[src/rtl/qpsk_pkg.sv]
// Shared QPSK definitions: chip patterns, dibit type and transmitter states.
// The decoder imports the same pattern constants so both ends agree on the mapping.
package qpsk_pkg;

    localparam int CHIPS_PER_SYM = 8;

    localparam logic [7:0] PAT_00 = 8'b1111_0000;
    localparam logic [7:0] PAT_01 = 8'b1100_0011;
    localparam logic [7:0] PAT_10 = 8'b0000_1111;
    localparam logic [7:0] PAT_11 = 8'b0011_1100;

    typedef logic [1:0] dibit_t;

    typedef enum logic {
        IDLE = 1'b0,
        SEND = 1'b1
    } tx_state_t;

    function automatic logic [7:0] chip_pattern(input dibit_t d);
        logic [7:0] p;
        case (d)
            2'b00:   p = PAT_00;
            2'b01:   p = PAT_01;
            2'b10:   p = PAT_10;
            default: p = PAT_11;
        endcase
        return p;
    endfunction

endpackage

[src/rtl/qpsk_dibit_pack.sv]
// Serial-to-dibit packer with a single pending-dibit register feeding the transmitter.
// Holds at most one half pair plus one complete pair; stalls the source when both are full.
module qpsk_dibit_pack
    import qpsk_pkg::*;
(
    input  logic   clk,
    input  logic   rst,
    input  logic   din,
    input  logic   din_valid,
    output logic   din_ready,
    input  logic   consume,
    output logic   pend_v,
    output dibit_t pend_dibit
);

    logic half_v;
    logic hold_bit;
    logic accept;

    // Ready depends only on registers, so a consume and a pair completion never share an edge.
    assign din_ready = !(pend_v && half_v);
    assign accept    = din_valid && din_ready;

    always_ff @(posedge clk or posedge rst) begin
        if (rst) begin
            half_v     <= 1'b0;
            hold_bit   <= 1'b0;
            pend_v     <= 1'b0;
            pend_dibit <= 2'b00;
        end else begin
            if (consume) begin
                pend_v <= 1'b0;
            end
            if (accept) begin
                if (!half_v) begin
                    hold_bit <= din;
                    half_v   <= 1'b1;
                end else begin
                    pend_dibit <= {hold_bit, din};
                    pend_v     <= 1'b1;
                    half_v     <= 1'b0;
                end
            end
        end
    end

endmodule

[src/rtl/qpsk_encode.sv]
// QPSK chip-pattern modulator: packs serial bits into dibits and emits each as
// an 8-chip pattern, MSB first, one registered chip per clock.
module qpsk_encode
    import qpsk_pkg::*;
#(
    parameter logic IDLE_LEVEL = 1'b0
) (
    input  logic clk,
    input  logic rst,
    input  logic din,
    input  logic din_valid,
    output logic din_ready,
    output logic qpsk_out,
    output logic sym_start,
    output logic tx_busy,
    output logic underrun
);

    logic        pend_v;
    dibit_t      pend_dibit;
    logic        load;

    tx_state_t   state, state_n;
    logic [2:0]  cnt, cnt_n;
    logic [7:0]  sym_reg, sym_n;
    logic [7:0]  pat;
    logic        out_n;
    logic        start_n;
    logic        under_n;

    qpsk_dibit_pack u_pack (
        .clk        (clk),
        .rst        (rst),
        .din        (din),
        .din_valid  (din_valid),
        .din_ready  (din_ready),
        .consume    (load),
        .pend_v     (pend_v),
        .pend_dibit (pend_dibit)
    );

    assign pat = chip_pattern(pend_dibit);

    always_comb begin
        state_n = state;
        cnt_n   = cnt;
        sym_n   = sym_reg;
        out_n   = qpsk_out;
        start_n = 1'b0;
        under_n = 1'b0;
        load    = 1'b0;

        case (state)
            IDLE: begin
                out_n = IDLE_LEVEL;
                if (pend_v) begin
                    load = 1'b1;
                end
            end
            SEND: begin
                if (cnt != 3'd7) begin
                    cnt_n = cnt + 3'd1;
                    out_n = sym_reg[3'd6 - cnt];
                end else if (pend_v) begin
                    load = 1'b1;
                end else begin
                    out_n   = IDLE_LEVEL;
                    state_n = IDLE;
                    under_n = 1'b1;
                end
            end
            default: begin
                state_n = IDLE;
                out_n   = IDLE_LEVEL;
            end
        endcase

        // Chip 0 goes out on the same edge that captures the pattern, so back-to-back symbols have no gap.
        if (load) begin
            sym_n   = pat;
            out_n   = pat[7];
            cnt_n   = 3'd0;
            start_n = 1'b1;
            state_n = SEND;
        end
    end

    always_ff @(posedge clk or posedge rst) begin
        if (rst) begin
            state     <= IDLE;
            cnt       <= 3'd0;
            sym_reg   <= 8'd0;
            qpsk_out  <= IDLE_LEVEL;
            sym_start <= 1'b0;
            underrun  <= 1'b0;
        end else begin
            state     <= state_n;
            cnt       <= cnt_n;
            sym_reg   <= sym_n;
            qpsk_out  <= out_n;
            sym_start <= start_n;
            underrun  <= under_n;
        end
    end

    assign tx_busy = (state == SEND);

endmodule

[config.mk]
export PLATFORM = sky130hd
export DESIGN_NAME = qpsk_encode
export DESIGN_NICKNAME = d
export VERILOG_FILES = /design/src/rtl/qpsk_pkg.sv /design/src/rtl/qpsk_dibit_pack.sv /design/src/rtl/qpsk_encode.sv
export SDC_FILE = /design/constraint.sdc
export NUM_CORES = 1
export LEC_CHECK = 0
export ABC_AREA = 0
export BUFFER_PORTS_ARGS = -buffer_cell sky130_fd_sc_hd__buf_4
export CORE_MARGIN = 3
export CORE_UTILIZATION = 48
export DETAILED_ROUTE_END_ITERATION = 8
export PLACE_DENSITY = 0.71
export SLEW_MARGIN = 10
export SYNTH_ARGS = -nofsm -noshare
export SYNTH_HDL_FRONTEND = slang
export SYNTH_SLANG_ARGS = --single-unit
export TNS_END_PERCENT = 30
[constraint.sdc]
create_clock -name clk -period 1.6 [get_ports clk]
set_clock_uncertainty 0.2 [all_clocks]
set_input_delay 0.32 -clock clk [delete_from_list [all_inputs] [get_ports clk]]
set_output_delay 0.32 -clock clk [all_outputs]
set_load 0.01 [all_outputs]
* Word level (Yosys, flattened, before mapping)
Index checks and enable logic that the tools add are counted.
** Cells by class
- Add/sub/neg operators :: 2
- $lt $le $gt $ge :: 1
- Equal/unequal tests :: 4
- Muxes and demuxes :: 24
- Bitwise logic cells :: 2
- Reduce and logical (&&, ||, !) cells :: 9
** Operators with widths (count)
- one-hot mux 8 bit (3 select lines) :: 1
- 2-to-1 mux 1 bit :: 17
- 2-to-1 mux 3 bit :: 3
- AND reduction 2 bit :: 3
- < comparator 3 x 4 -> 1 bit, second input constant :: 1
- != test 4 bit, second input constant :: 1
- one-hot mux 1 bit (2 select lines) :: 2
- nonzero test 2 bit :: 2
- adder 3 x 1 -> 3 bit, second input constant :: 1
- binary-select mux 1 bit (select 3 bit) :: 1
- != test 3 bit, second input constant :: 1
- subtractor 3 bit, first input constant :: 1
- equality test 2 x 1 -> 1 bit, second input constant :: 1
- equality test 2 bit, second input constant :: 1
- logical AND 1 bit :: 2
- logical NOT 2 bit :: 1
- NOT 1 bit :: 2
- logical NOT 1 bit :: 1
** Word-level totals
- Register bits :: 20

* Logic depth before layout (Yosys ltp)
Gate-level depths: netlist of the first run.
- Depth in word-level cells :: 6
- Gate-level depth with buffers :: 5
- Depth with buffers taken out :: 5

* Modules after synthesis
Synthesis of the first run repeated with hierarchy kept, for this count alone.
** Unflattened totals
- Cells, all modules :: 64
- Area, all modules :: 773.2 sq um
** Modules (own cells, without submodules)
- qpsk_encode :: times used 1, cells an instance 49, area each 556.8 sq um, seq. area each 275.3 sq um
- qpsk_dibit_pack :: times used 1, cells an instance 15, area each 216.5 sq um, seq. area each 125.1 sq um

* Worst setup path before layout of the first run
OpenSTA, ideal clock, no wires.
- Path type :: reg2reg
- Start point :: register cnt[0]
- End point :: register sym_reg[1]
- Arrival :: 1.415 ns
- Required time :: 1.275 ns
- Slack :: -0.140 ns
- Stages on the path, launching flop included :: 6
- Path buffers :: 0
- Cell sequence :: dfrtp_1 -> ha_1 -> ha_1 -> nand2b_2 -> nand2_1 -> mux2_2
** Between the ends
- Cells in the longest elaborated chain, start to end :: 3
** RTL lines
- from (decl) :: line qpsk_encode.sv:24 : logic [2:0] cnt, cnt_n;
- from (signal assigned) :: line qpsk_encode.sv:98 : cnt <= cnt_n;
- != test 3 bit :: line qpsk_encode.sv:61 : if (cnt != 3'd7) begin
- 2-to-1 mux 1 bit :: line qpsk_encode.sv:61
- one-hot mux 1 bit (2 select lines) :: line qpsk_encode.sv:53 : case (state)
- to (signal assigned) :: line qpsk_encode.sv:99 : sym_reg <= sym_n;
- to (decl) :: line qpsk_encode.sv:25 : logic [7:0] sym_reg, sym_n;
No other way between the ends.
A chain may end at the register's enable or synchronous reset.

* Final worst setup path of the first run
- Start point :: register cnt[0]
- End point :: register qpsk_out
** Between the ends
- Cells in the longest elaborated chain, start to end :: 6
- Elaborated cells on any way between the ends :: 10
** RTL lines
- subtractor 3 bit :: line qpsk_encode.sv:63 : out_n = sym_reg[3'd6 - cnt];
- binary-select mux 1 bit (select 3 bit) :: line qpsk_encode.sv:63
- 2-to-1 mux 1 bit (not written as such) :: line qpsk_encode.sv:63
- 2-to-1 mux 1 bit :: line qpsk_encode.sv:61
- one-hot mux 1 bit (2 select lines) :: line qpsk_encode.sv:53
- 2-to-1 mux 1 bit :: line qpsk_encode.sv:79 : if (load) begin
- to (signal assigned) :: line qpsk_encode.sv:100 : qpsk_out <= out_n;
- to (decl) :: line qpsk_encode.sv:13 : output logic qpsk_out,
Parallel ways exist; a longest one is shown, timed or not. The select of a mux whose other input is x is not followed.

==> flow_metrics.env, run 1 <==
export IMPL_status="complete, but fails checks"
export IMPL_failed_checks="setup timing"
export IMPL_total_leakage_power_nw=0.4785
export IMPL_root_buffer="clkbuf_4"
export IMPL_criticalPathCategory="reg2reg"
export IMPL_stdcell_area_um2=937.1
export IMPL_fin_nets=92
export IMPL_antenna_found_initial=0
export IMPL_path_depth=5
export IMPL_drcViolationCount=0
export IMPL_syn_to_final_growth_pct=31.63
export IMPL_crit_path_max_incr_delay_ns=0.42
export IMPL_maxSlewViolCount=0
export IMPL_largest_register_ffs=4
export IMPL_crit_path_end_kind="register"
export IMPL_hold_path_class="in2reg"
export IMPL_syn_inst=61
export IMPL_fp_coreArea_um2=1350
export IMPL_antennaDiodeCount=0
export IMPL_htreeDepth=1
export IMPL_syn_nets=71
export IMPL_fillers=105
export IMPL_cp_cell_sequence="ha_4, ha_4, and2b_2, nor3_2, a311o_1"
export IMPL_clock_sinks=16
export IMPL_cp_num_buf_inv=0
export IMPL_grt_max_degree=17
export IMPL_grtUsageTotal_pct=14.78
export IMPL_routedWlPerCell_um=12.43
export IMPL_cp_arrival_ns=1.60
export IMPL_fp_row_count=13
export IMPL_drive_above_1_share_pct=37.04
export IMPL_cp_start_kind="register"
export IMPL_place_ws_ns=-0.04292
export IMPL_viasPerCell=5.063
export IMPL_vias=486
export IMPL_tightestPinTransition_ns=0.2055
export IMPL_layout_common_cells="dfrtp_1, buf_4, o21ai_0"
export IMPL_ant_nets=0
export IMPL_firstDrtPassIters=3
export IMPL_rsz0062_at_grt="true"
export IMPL_postPlaceCellArea_um2=864.6
export IMPL_synth_area_per_cell_um2=11.67
export IMPL_overflow=0
export IMPL_yosys_warnings=0
export IMPL_hold_viol_final=0
export IMPL_power_density_nw_per_um2=2105
export IMPL_critPathMaxFanout=5
export IMPL_setup_viol=1
export IMPL_fin_crit_sh_pct=102.0
export IMPL_hold_worst_slack_ns=0.05316
export IMPL_synthDistinctLibCells=18
export IMPL_hold_depth=2
export IMPL_cts_inserted_buffers=3
export IMPL_yosysSeqAreaShare_pct=56.24
export IMPL_synth_seq_cells=16
export IMPL_worst_r2r_path_depth=5
export IMPL_worst_ep_required_time_ns=1.57
export IMPL_port_buffers=8
export IMPL_cp_slowest_cell="dfrtp_1"
export IMPL_boundaryPins=9
export IMPL_totalWireLength_um=1193
export IMPL_fp_dieArea_um2=1981
export IMPL_cts_tree="done"
export IMPL_die_h_um=44.51
export IMPL_syn_area_um2=711.9
export IMPL_place_gp_congestion=0.7306
export IMPL_cp_common_cell="ha_4"
export IMPL_drt_initial_drc_count=3
export IMPL_die_w_um=44.51
export IMPL_grt_pass1_wl_um=2097
export IMPL_insertion_delay_ns=0.28
export IMPL_period_minus_slack_ns=1.632
export IMPL_peakVddDrop_uv=1208
export IMPL_relSlewSlack_pct=86.26
export IMPL_final_common_cell="dfrtp_1"
export IMPL_dp_hpwl_um=920.4
export IMPL_drv_cap=0
export IMPL_start_util_pct=52.73
export IMPL_cts_clk_slew_worst_paths_ns=0.09
export IMPL_fmax_ghz=0.6128
export IMPL_cts_buffer_depth=2
export IMPL_crit_family="flip-flops"
export IMPL_grt_pass1_vias=473
export IMPL_setup_ws_ns=-0.03187
[metrics by stage]
step                utilization [%]  total power [mW]  setup TNS, ns  std cells
floorplan                         -             1.331              0         61
global placement              64.04             1.638       -0.01215         90
detailed placement            64.04             1.659       -0.05947         90
CTS                           68.86             1.980       -0.04627         95
global route                  69.42             2.129        -0.1590         96
finish                        69.42             1.973       -0.03187         96
[Yosys cell counts]
cell / number / area [µm²]
mux2i_1: 1 / 10.01
o21ai_0: 7 / 35.03
nor3_1: 2 / 10.01
and3_1: 1 / 6.260
a311o_1: 1 / 10.01
o21a_1: 1 / 7.510
nand2_1: 6 / 22.52
inv_1: 6 / 22.52
nand3_1: 3 / 15.01
nand2b_2: 1 / 8.760
nor2_1: 2 / 7.510
a21o_1: 1 / 7.510
mux2_2: 4 / 45.04
dfrtp_1: 16 / 400.4
and2b_1: 1 / 7.510
nor2b_1: 1 / 6.260
ha_1: 6 / 75.07
mux2_4: 1 / 15.01
[where the power goes]
part	internal, mW	total, mW	leakage [nW]	switching (mW)
Combinational	0.553	0.971	0.266	0.418
Sequential	0.597	0.746	0.192	0.149
Clock	0.138	0.257	0.0210	0.118
[per-layer routing]
layer	GRT usage, %	vias up	wire length (µm)	share of wire, %
met1	19.59	230	594	50
met5	0	-	0	0
met4	7.229	0	12	1.0
met3	3.659	2	37	3.1
li1	-	248	-	-
met2	22.35	6	548	46
[kinds of logic (layout without fill, tap and decap cells)]
kind of cell             count (synthesis)  in the layout  share of synthesized area [%]
AO/OA/AOI/OAI                           10             10                          8.436
adder cells (fa/ha/maj)                  6              6                          10.54
buffers and inverters                    6             26                          3.163
flip-flops                              16             16                          56.24
multiplexers                             6              6                          9.841
AND/OR/NAND/NOR                         17             17                          11.78
[worst paths after layout]
path	from	end	slack [ns]
max in group asynchronous	rst	sym_reg[5]$_DFFE_PP0P_	0.63
worst min register to register	sym_reg[6]$_DFFE_PP0P_	sym_reg[6]$_DFFE_PP0P_	0.29
min in group asynchronous	rst	u_pack.half_v$_DFFE_PP0N_	0.39
worst max-delay path	cnt[0]$_DFFE_PP0P_	qpsk_out$_DFFE_PP0P_	-0.03
worst max register to register	cnt[0]$_DFFE_PP0P_	qpsk_out$_DFFE_PP0P_	-0.03
worst min-delay path	din_valid	u_pack.half_v$_DFFE_PP0N_	0.05
[cell type report]
cell class / instances / area (µm²) / share of cell area, %
multi-input cells: 39 / 336.6 / 35.91
flip-flops and latches: 16 / 400.4 / 42.72
inverters: 6 / 22.52 / 2.403
well taps: 15 / 18.77 / 2.003
repair buffers: 16 / 122.6 / 13.08
clock buffers: 4 / 36.28 / 3.872
[timing repair]
action                                  4_1_cts  5_1_grt
cloned                                        0        0
hold buffers                                  1        0
endpoints found under the setup margin        2        3
resized for setup                             3        0
endpoints found under the hold margin        16        0
buffers inserted                              0        1
pin swaps                                     2        0
Power figures use the tool's default switching activity.
==> run 2: changes to the inputs <==
ABC_AREA = 1   (was 0)
==> run 2 against run 1 <==
Die area rose by 2.4%. Sequential share of layout area rose by 2.7 points. Non-clock buffer count fell by 5. Register-to-register slack improved by 0.13 ns. Sequential power fell by 0.8%. First-iteration DRC count rose by 100%. Clock power barely moved. The flow now finishes without violations. Total power fell by 9.2%. Clock-buffer cell count did not move. Cell area fell by 5.7%. Critical endpoint unchanged.
==> flow_metrics.env, run 2 <==
export IMPL_synth_compound_area_share_pct=8.034
export IMPL_fillers=119
export IMPL_vias=518
export IMPL_antenna_found_initial=0
export IMPL_ys_flop_type="dfrtp_1"
export IMPL_root_buffer="clkbuf_4"
export IMPL_syn_nets=88
export IMPL_cts_buffer_depth=2
export IMPL_synth_seq_cells=16
export IMPL_critPathMaxFanout=4
export IMPL_clock_sinks=16
export IMPL_tightestPinTransition_ns=0.2024
export IMPL_final_common_cell="nand2_1"
export IMPL_cp_start_kind="register"
export IMPL_ant_nets=0
export IMPL_yosysMostFrequentCell="nand2_1"
export IMPL_relSlewSlack_pct=86.45
export IMPL_worst_r2r_path_depth=6
export IMPL_port_buffers=8
export IMPL_async_flop_share_pct=100.0
export IMPL_drive_above_1_share_pct=24.73
export IMPL_yosys_area_share_xor_xnor_pct=0
export IMPL_viasPerCell=4.796
export IMPL_fp_dieArea_um2=2030
export IMPL_largest_register_ffs=4
export IMPL_totalWireLength_um=1203
export IMPL_insertion_delay_ns=0.28
export IMPL_cp_slowest_cell="dfrtp_1"
export IMPL_peakVddDrop_uv=1049
export IMPL_cts_clk_slew_worst_paths_ns=0.09
export IMPL_crit_path_max_incr_delay_ns=0.40
export IMPL_drv_cap=0
export IMPL_maxSlewViolCount=0
export IMPL_place_gp_congestion=0.7575
export IMPL_yosysSeqAreaShare_pct=54.70
export IMPL_syn_area_um2=732.0
export IMPL_criticalPathCategory="reg2reg"
export IMPL_hold_worst_slack_ns=0.08189
export IMPL_synth_common_cells="nand2_1, dfrtp_1, inv_1, ha_1, o21ai_1"
export IMPL_synthTopCellsByArea="dfrtp_1, nand2_1, ha_1, inv_1, o21ai_1"
export IMPL_cts_inserted_buffers=3
export IMPL_fin_nets=104
export IMPL_grtUsageTotal_pct=13.94
export IMPL_min_from="din"
export IMPL_total_leakage_power_nw=0.4757
export IMPL_cp_arrival_ns=1.52
export IMPL_hold_depth=3
export IMPL_status="finished, final reports clean"
export IMPL_reg2reg_from="cnt[0]$_DFFE_PP0P_"
export IMPL_rsz0062_at_grt="false"
export IMPL_synth_edf_count=0
export IMPL_firstDrtPassIters=2
export IMPL_cp_cell_sequence="ha_1, ha_2, nor2_4, buf_4, nand3_1, nand2_1"
export IMPL_grt_pass1_vias=512
export IMPL_synth_area_mux_share_pct=0
export IMPL_syn_inst=78
export IMPL_htreeDepth=1
export IMPL_synth_top_family_by_area="simple AND/OR/NAND/NOR gates"
export IMPL_die_w_um=45.05
export IMPL_fin_crit_sh_pct=93.82
export IMPL_grt_pass1_wl_um=2007
export IMPL_cts_tree="done"
export IMPL_synth_simple_area_share_pct=21.88
export IMPL_ff2ff_setup_slack_ns=0.1
export IMPL_boundaryPins=9
export IMPL_synth_top_cell_by_area="dfrtp_1"
export IMPL_crit_path_end_kind="register"
export IMPL_totalNegativeSetupSlack_ns=0
export IMPL_grt_max_degree=17
export IMPL_synthDistinctLibCells=14
export IMPL_layout_common_cells="nand2_1, dfrtp_1, buf_4"
export IMPL_yosys_warnings=0
export IMPL_start_util_pct=53.57
export IMPL_crit_family="flip-flops"
export IMPL_fmax_ghz=0.6662
export IMPL_drt_initial_drc_count=6
export IMPL_syn_to_final_growth_pct=20.68
export IMPL_fp_coreArea_um2=1366
export IMPL_die_h_um=45.05
export IMPL_cp_num_buf_inv=1
export IMPL_routedWlPerCell_um=11.14
export IMPL_synth_adder_area_share_pct=10.26
export IMPL_hold_end="u_pack.hold_bit$_DFFE_PP0P_"
export IMPL_overflow=0
export IMPL_hold_path_class="in2reg"
export IMPL_antennaDiodeCount=0
export IMPL_synth_area_per_cell_um2=9.384
export IMPL_r2r_end="qpsk_out$_DFFE_PP0P_"
export IMPL_period_minus_slack_ns=1.501
export IMPL_yosys_area_top_type_share_pct=54.70
export IMPL_power_density_nw_per_um2=2028
export IMPL_dp_hpwl_um=939.5
export IMPL_setup_viol=0
export IMPL_fp_row_count=13
export IMPL_drcViolationCount=0
export IMPL_worst_ep_required_time_ns=1.62
export IMPL_hold_viol_final=0
run 2: cell types whose count changed after synthesis, moves of 2 or more:
| cell | change |
|---|---|
| a21oi_1 | +3 |
| inv_1 | +2 |
| inv_2 | +2 |
| mux2_2 | -4 |
| nand2_1 | +17 |
| nor2_1 | +2 |
| nor2_4 | +2 |
| nor3_1 | -2 |
| o21ai_0 | -5 |
| o21ai_1 | +5 |
run 2: logic make-up (layout without fill, tap and decap cells):
kind of cell,Yosys count,count (layout)
buffers and inverters,10,25
adders and majority gates,6,6
DFF,16,16
AOI/OAI and AO/OA,11,11
and+or+nand+nor,35,35
run 2: layout make-up:
type | instances | area [µm²] | area share, %
clock buffers | 4 | 36.28 | 4.108
inverters | 10 | 40.04 | 4.533
multi-input cells | 52 | 301.5 | 34.14
flip-flops and latches | 16 | 401.6 | 45.47
well taps | 15 | 18.77 | 2.125
repair buffers | 11 | 85.08 | 9.632
run 2: what timing repair did:
action | 4_1_cts | 5_1_grt
gates resized for setup | 0 | 4
buffers inserted | 0 | 1
setup endpoints to repair | 0 | 8
hold endpoints to repair | 16 | 0
hold buffers | 1 | 0
run 2: metrics by stage:
step	total power, mW	worst slack, ns	cells	utilization, %	instance area, µm²
6_report	1.791	0.09893	108	64.65	883.3
5_1_grt	1.954	0.01635	108	64.65	883.3
4_1_cts	1.760	0.01295	107	63.28	864.6
3_5_place_dp	1.494	0.02735	102	59.89	818.3
3_3_place_gp	1.479	0.06735	102	59.89	818.3
2_1_floorplan	1.264	0.1167	78	-	732.0
run 2: how the worst max path moves through the flow:
stage          cells after the start                from                      to  slack (ns)
2_1_floorplan                      7  cnt[0]$_DFFE_PP0P_  sym_reg[5]$_DFFE_PP0P_        0.12
3_3_place_gp                       7  cnt[0]$_DFFE_PP0P_  sym_reg[5]$_DFFE_PP0P_        0.07
3_5_place_dp                       7  cnt[0]$_DFFE_PP0P_  sym_reg[5]$_DFFE_PP0P_        0.03
4_1_cts                            7  cnt[0]$_DFFE_PP0P_  sym_reg[5]$_DFFE_PP0P_        0.01
5_1_grt                            7  cnt[0]$_DFFE_PP0P_  sym_reg[5]$_DFFE_PP0P_        0.02
6_report                           6  cnt[0]$_DFFE_PP0P_    qpsk_out$_DFFE_PP0P_         0.1
run 2: where the power goes:
part           leakage [nW]  internal (mW)  total [mW]  switching [mW]
Sequential            0.191          0.598       0.740           0.142
Combinational         0.264          0.333       0.795           0.462
Clock                0.0210          0.138       0.257           0.118
run 2: routing by layer:
layer  global-route usage (%)  up-vias  routed length, µm
met3                    3.586        4                 42
met2                    21.47        7                551
met1                    17.26      233                592
li1                         -      274                  -
met5                        0        -                  0
met4                    8.772        0                 17
run 2: worst min-delay path: cells and delay by family:
kind / cells / cell delay, ns
buffers and inverters: 1 / 0.08
AND/OR/NAND/NOR: 2 / 0.14
